--- src/rtl/decision_tree_param.sv ---
// rtl/decision_tree_param.sv - run-time loadable binary decision tree evaluator, one comparison per clock
module decision_tree_param #(
   parameter int DATA_W     = 8,
   parameter int N_FEAT     = 3,
   parameter int DEPTH      = 3,
   parameter int CMP_SIGNED = 0,
   localparam int FIDX_W    = (N_FEAT > 1) ? $clog2(N_FEAT) : 1
) (
   input  logic                       clock,
   input  logic                       reset,
   input  logic                       start_i,
   input  logic [N_FEAT*DATA_W-1:0]   x_i,
   input  logic                       cfg_we_i,
   input  logic                       cfg_sel_i,
   input  logic [DEPTH-1:0]           cfg_addr_i,
   input  logic [FIDX_W+DATA_W-1:0]   cfg_data_i,
   output logic [DATA_W-1:0]          y_o,
   output logic                       y_valid_o,
   output logic                       busy_o,
   output logic                       cfg_err_o
);

   localparam int N_NODE = (1 << DEPTH) - 1;
   localparam int N_LEAF = 1 << DEPTH;
   localparam int NODE_W = DEPTH + 1;
   localparam int LVL_W  = (DEPTH > 1) ? $clog2(DEPTH) : 1;

   typedef enum logic {S_IDLE, S_EVAL} state_t;

   state_t                     state_q, state_d;
   logic [N_FEAT*DATA_W-1:0]   x_q, x_d;
   logic [DEPTH-1:0]           node_q, node_d;
   logic [LVL_W-1:0]           lvl_q, lvl_d;
   logic [DATA_W-1:0]          y_q, y_d;
   logic                       y_valid_q, y_valid_d;
   logic                       cfg_err_q, cfg_err_d;

   logic [DATA_W-1:0]          node_thr_q  [N_NODE];
   logic [FIDX_W-1:0]          node_fidx_q [N_NODE];
   logic [DATA_W-1:0]          leaf_q      [N_LEAF];

   logic                       node_we, leaf_we;
   logic [DATA_W-1:0]          cur_thr, feat;
   logic [FIDX_W-1:0]          cur_fidx;
   logic                       go_left;
   logic [NODE_W-1:0]          node_next;
   logic [DEPTH-1:0]           leaf_idx;

   // Current node lookup, feature select (out-of-range index falls back to feature 0) and child step
   always_comb begin
      cur_thr  = node_thr_q[node_q];
      cur_fidx = node_fidx_q[node_q];
      feat     = x_q[DATA_W-1:0];
      for (int f = 0; f < N_FEAT; f++) begin
         if (cur_fidx == FIDX_W'(f)) feat = x_q[f*DATA_W +: DATA_W];
      end
      if (CMP_SIGNED != 0) go_left = ($signed(feat) <= $signed(cur_thr));
      else                 go_left = (feat <= cur_thr);
      node_next = go_left ? {node_q, 1'b1} : ({node_q, 1'b0} + NODE_W'(2));
      leaf_idx  = DEPTH'(node_next - NODE_W'(N_NODE));
   end

   // Next-state, result and config-acceptance decode; writes are only honoured while idle
   always_comb begin
      state_d   = state_q;
      x_d       = x_q;
      node_d    = node_q;
      lvl_d     = lvl_q;
      y_d       = y_q;
      y_valid_d = 1'b0;
      cfg_err_d = 1'b0;
      node_we   = 1'b0;
      leaf_we   = 1'b0;
      case (state_q)
         S_IDLE: begin
            if (cfg_we_i) begin
               if (cfg_sel_i)                          leaf_we   = 1'b1;
               else if (cfg_addr_i == DEPTH'(N_NODE))  cfg_err_d = 1'b1;
               else                                    node_we   = 1'b1;
            end
            if (start_i) begin
               state_d = S_EVAL;
               x_d     = x_i;
               node_d  = '0;
               lvl_d   = '0;
            end
         end
         S_EVAL: begin
            cfg_err_d = cfg_we_i;
            lvl_d     = lvl_q + 1'b1;
            node_d    = DEPTH'(node_next);
            if (lvl_q == LVL_W'(DEPTH - 1)) begin
               y_d       = leaf_q[leaf_idx];
               y_valid_d = 1'b1;
               state_d   = S_IDLE;
               node_d    = '0;
               lvl_d     = '0;
            end
         end
         default: state_d = S_IDLE;
      endcase
   end

   // Control and datapath registers
   always_ff @(posedge clock or posedge reset) begin
      if (reset) begin
         state_q   <= S_IDLE;
         x_q       <= '0;
         node_q    <= '0;
         lvl_q     <= '0;
         y_q       <= '0;
         y_valid_q <= 1'b0;
         cfg_err_q <= 1'b0;
      end else begin
         state_q   <= state_d;
         x_q       <= x_d;
         node_q    <= node_d;
         lvl_q     <= lvl_d;
         y_q       <= y_d;
         y_valid_q <= y_valid_d;
         cfg_err_q <= cfg_err_d;
      end
   end

   // Node and leaf tables; cleared by reset so an aborted run leaves an empty tree
   always_ff @(posedge clock or posedge reset) begin
      if (reset) begin
         for (int i = 0; i < N_NODE; i++) begin
            node_thr_q[i]  <= '0;
            node_fidx_q[i] <= '0;
         end
         for (int i = 0; i < N_LEAF; i++) leaf_q[i] <= '0;
      end else begin
         if (node_we) begin
            node_thr_q[cfg_addr_i]  <= cfg_data_i[DATA_W-1:0];
            node_fidx_q[cfg_addr_i] <= cfg_data_i[DATA_W +: FIDX_W];
         end
         if (leaf_we) leaf_q[cfg_addr_i] <= cfg_data_i[DATA_W-1:0];
      end
   end

   assign y_o       = y_q;
   assign y_valid_o = y_valid_q;
   assign busy_o    = (state_q == S_EVAL);
   assign cfg_err_o = cfg_err_q;

endmodule
--- config.mk ---
export PLATFORM = sky130hd
export DESIGN_NAME = decision_tree_param
export DESIGN_NICKNAME = d
export VERILOG_FILES = /design/src/rtl/decision_tree_param.sv
export SDC_FILE = /design/constraint.sdc
export NUM_CORES = 1
export LEC_CHECK = 0
export ABC_AREA = 1
export BUFFER_PORTS_ARGS = -buffer_cell sky130_fd_sc_hd__buf_2
export CAP_MARGIN = 10
export CORE_AREA = 2 2 145 147
export DETAILED_ROUTE_END_ITERATION = 6
export DIE_AREA = 0 0 147 149
export PLACE_DENSITY_LB_ADDON = 0.15
export SYNTH_ARGS = -nofsm -noshare
export SYNTH_HDL_FRONTEND = slang
export SYNTH_SLANG_ARGS = --single-unit
export TNS_END_PERCENT = 50
--- constraint.sdc ---
create_clock -name clock -period 10.32 [get_ports clock]
set_input_delay 1.032 -clock clock [delete_from_list [all_inputs] [get_ports clock]]
set_output_delay 1.032 -clock clock [all_outputs]
set_load 0.05 [all_outputs]
==> reports/metrics.csv <==
metric,value,unit
status,finished clean,
diodes,0,
routed_wl,21500,um
fin_crit_sh,41.1,%
numCtsBuffers,17,
ir_drop,0.114,mV
drt_iter0_drc,436,
row_count,53,
cp_slowest_stage_delay,0.78,ns
final_common_cell,nand2_1,
cp_common_cell,nand2_1,
max_slew_margin,34.5,%
grt_start_max_net_pins,64,
finalPower,2860,uW
grtUsageTotal,20.6,%
max_cap_viol_count,0,
layout_common_cells,"nand2_1, dfrtp_1, o21ai_0",
crit_buf_inv,1,
core,20600,sq um
r2r-start,node_q[1],
clk_pin_slew,0.07,ns
hold_slack,0.488,ns
start_util,38.8,%
arrival,4.54,ns
netlist_area,7980,sq um
holdBufCountCts,0,
detail_route.wl_per_cell,17.6,um
ctsResizeCount,0,
start_kind,flip-flop,
vias,6244,
crit_start,node_q[1],
grt_pass1_vias,5947,
hp-class,flip-flop to flip-flop,
power_density,321,nW/um^2
nNetsFinal,984,
max_freq,0.236,GHz
grt_pass1_wl,34300,um
tightest_slew,0.981,ns
die_h,149,um
r2r-end,node_q[2],
dieWidth,147,um
finalSetupViolCount,0,
end_kind,flip-flop,
crit_slowest_cell,nor2_4,
clkLatencyLatePin,0.43,ns
fp.dieArea,21900,sq um
fin_ws,6.08,ns
ant_nets,0,
cts_tree,yes,
crit_cells,17,
synth_edf_count,0,
place_hpwl,14300,um
maxSlewViolCount,0,
placement.io_buffers,52,
crit_chain,"inv_2, nor2_4, nand2_1, nand4_1, nand2_4, nand2_8, nand2_1, nand3_1, nand2_1, ha_1, nand2_1, nor2_1, nand4_1, nand2_1, nand2_1, nand3_1, o21ai_0",
ys_seq_area_share,54.6,%
grt_antenna_before_repair,0,
clk_path_buf_depth,2,
syn_inst,911,
synth.avg_cell_area,8.76,sq um
p_leak,0.00420,uW
area_delta_synth_final,11.8,%
cpLargestDelayFamily,simple AND/OR/NAND/NOR gates,
num_io_pins,53,
ys_ff_latch,174,
synth_fp_nets,961,
cts-htree-levels,4,
ys.warnings.count,0,
nFillCells,2115,
post_cts_buffers,0,
dr.pass1.iters,5,
cts_root_buf,clkbuf_16,
ys.flop_type,dfrtp_1,
grt-ovfl-total,0,
period_minus_slack,4.24,ns
tns,0,ns
avgViaCountPerCell,5.11,
crit_path_max_fanout,34,
gp_congestion,0.835,
dp_slack,6.10,ns
fin_skew,0.0123,ns
clkSinkCount,174,
post-route-util,43.4,%
async_reset_ff_share,100,%
hold_viol_final,0,
critPathCapture,node_q[2],
drc,0,
worstRegToRegCells,17,
synth.distinct_cells,37,
worst-setup-path-type,flip-flop to flip-flop,
drive_above_1_share,14.7,%
rsz0062_at_grt,false,
rrSetupSlack,6.08,ns
critical_path_required,10.62,ns
final cells by class:
type / count / area (sq um) / area share, %
Clock buffer: 17 / 425 / 4.77
Inverter: 49 / 194 / 2.18
Multi-Input combinational cell: 637 / 3180 / 35.7
Timing Repair Buffer: 55 / 283 / 3.17
Tap cell: 275 / 344 / 3.86
Clock inverter: 15 / 135 / 1.52
Sequential cell: 174 / 4350 / 48.8
metrics by stage:
stage / area, sq um / cells
after floorplan: 7980 / 911
after global placement: 8360 / 1190
after detailed placement: 8360 / 1190
after CTS: 8920 / 1222
after global routing: 8920 / 1222
final: 8920 / 1222
worst min-delay path by stage:
stage	startpoint	end	cells past startpoint
2_1_floorplan	node_thr_q[51]	node_thr_q[51]	2
3_3_place_gp	leaf_q[61]	leaf_q[61]	2
3_5_place_dp	leaf_q[9]	leaf_q[9]	2
4_1_cts	node_thr_q[38]	node_thr_q[38]	2
5_1_grt	leaf_q[48]	leaf_q[48]	2
6_report	node_thr_q[13]	node_thr_q[13]	2
synth_stat cells, types with 2 or more instances:
master | number | area share [%]
o22ai_1 | 4 | 0.31
buf_1 | 2 | 0.094
clkbuf_1 | 33 | 1.6
nand3_1 | 41 | 2.6
nor2_1 | 33 | 1.6
nand2_8 | 2 | 0.50
mux2_2 | 17 | 2.4
inv_1 | 44 | 2.1
o211ai_1 | 2 | 0.19
buf_2 | 10 | 0.63
nor3_1 | 8 | 0.50
dfrtp_1 | 174 | 55
o31ai_1 | 5 | 0.47
nor3_2 | 2 | 0.25
o21ai_0 | 146 | 9.2
inv_4 | 2 | 0.16
buf_6 | 4 | 0.56
nand4_1 | 18 | 1.4
nor2_4 | 4 | 0.56
nand3_2 | 5 | 0.63
nand2_4 | 3 | 0.42
ha_1 | 8 | 1.3
a22oi_1 | 9 | 0.85
inv_2 | 3 | 0.14
nand2_1 | 294 | 14
nand2_2 | 2 | 0.16
a21oi_1 | 12 | 0.75
a21boi_0 | 5 | 0.47
a22o_1 | 2 | 0.22
or2_2 | 10 | 0.78
sequential cells by signal (all words and copies together) (netlist names):
register     flops
y_o              8
x_q             24
cfg_err_o        1
y_valid_o        1
lvl_q            2
node_fidx_q     14
node_q           3
leaf_q          64
node_thr_q      56
busy_o           1
worst reg2reg max path: cells and delay by family, from the launching register on:
| family | cells | cell delay, ns |
|---|---|---|
| and+or+nand+nor | 14 | 2.93 |
| adders and majority gates | 1 | 0.29 |
| DFF | 1 | 0.65 |
| AOI/OAI and AO/OA | 1 | 0.08 |
| buffers and inverters | 1 | 0.18 |
cell families (layout without fill, tap and decap cells):
family	after synthesis	count (layout)	share of synthesized area, %
flip-flops	174	174	54.6
adder cells (fa/ha/maj)	8	8	1.25
AO/OA/AOI/OAI	189	189	12.8
AND/OR/NAND/NOR	423	423	23.4
multiplexers	17	17	2.40
buffers and inverters	100	136	5.55
power breakdown:
group | internal (uW) | leakage (uW) | switching [uW]
Sequential | 965 | 0.00223 | 190
Combinational | 382 | 0.00170 | 701
Clock | 336 | 0.000280 | 287
Total | 1680 | 0.00420 | 1180
layer usage:
layer  global-route usage, %  share of wire, %  vias up
li1                        -                 -     3053
met5                       0                 0        -
met4                    6.92               1.5        0
met3                    3.30               3.8       20
met1                    28.9                48     3037
met2                    32.7                46      134
No activity file was read; power rests on OpenSTA's default activity.
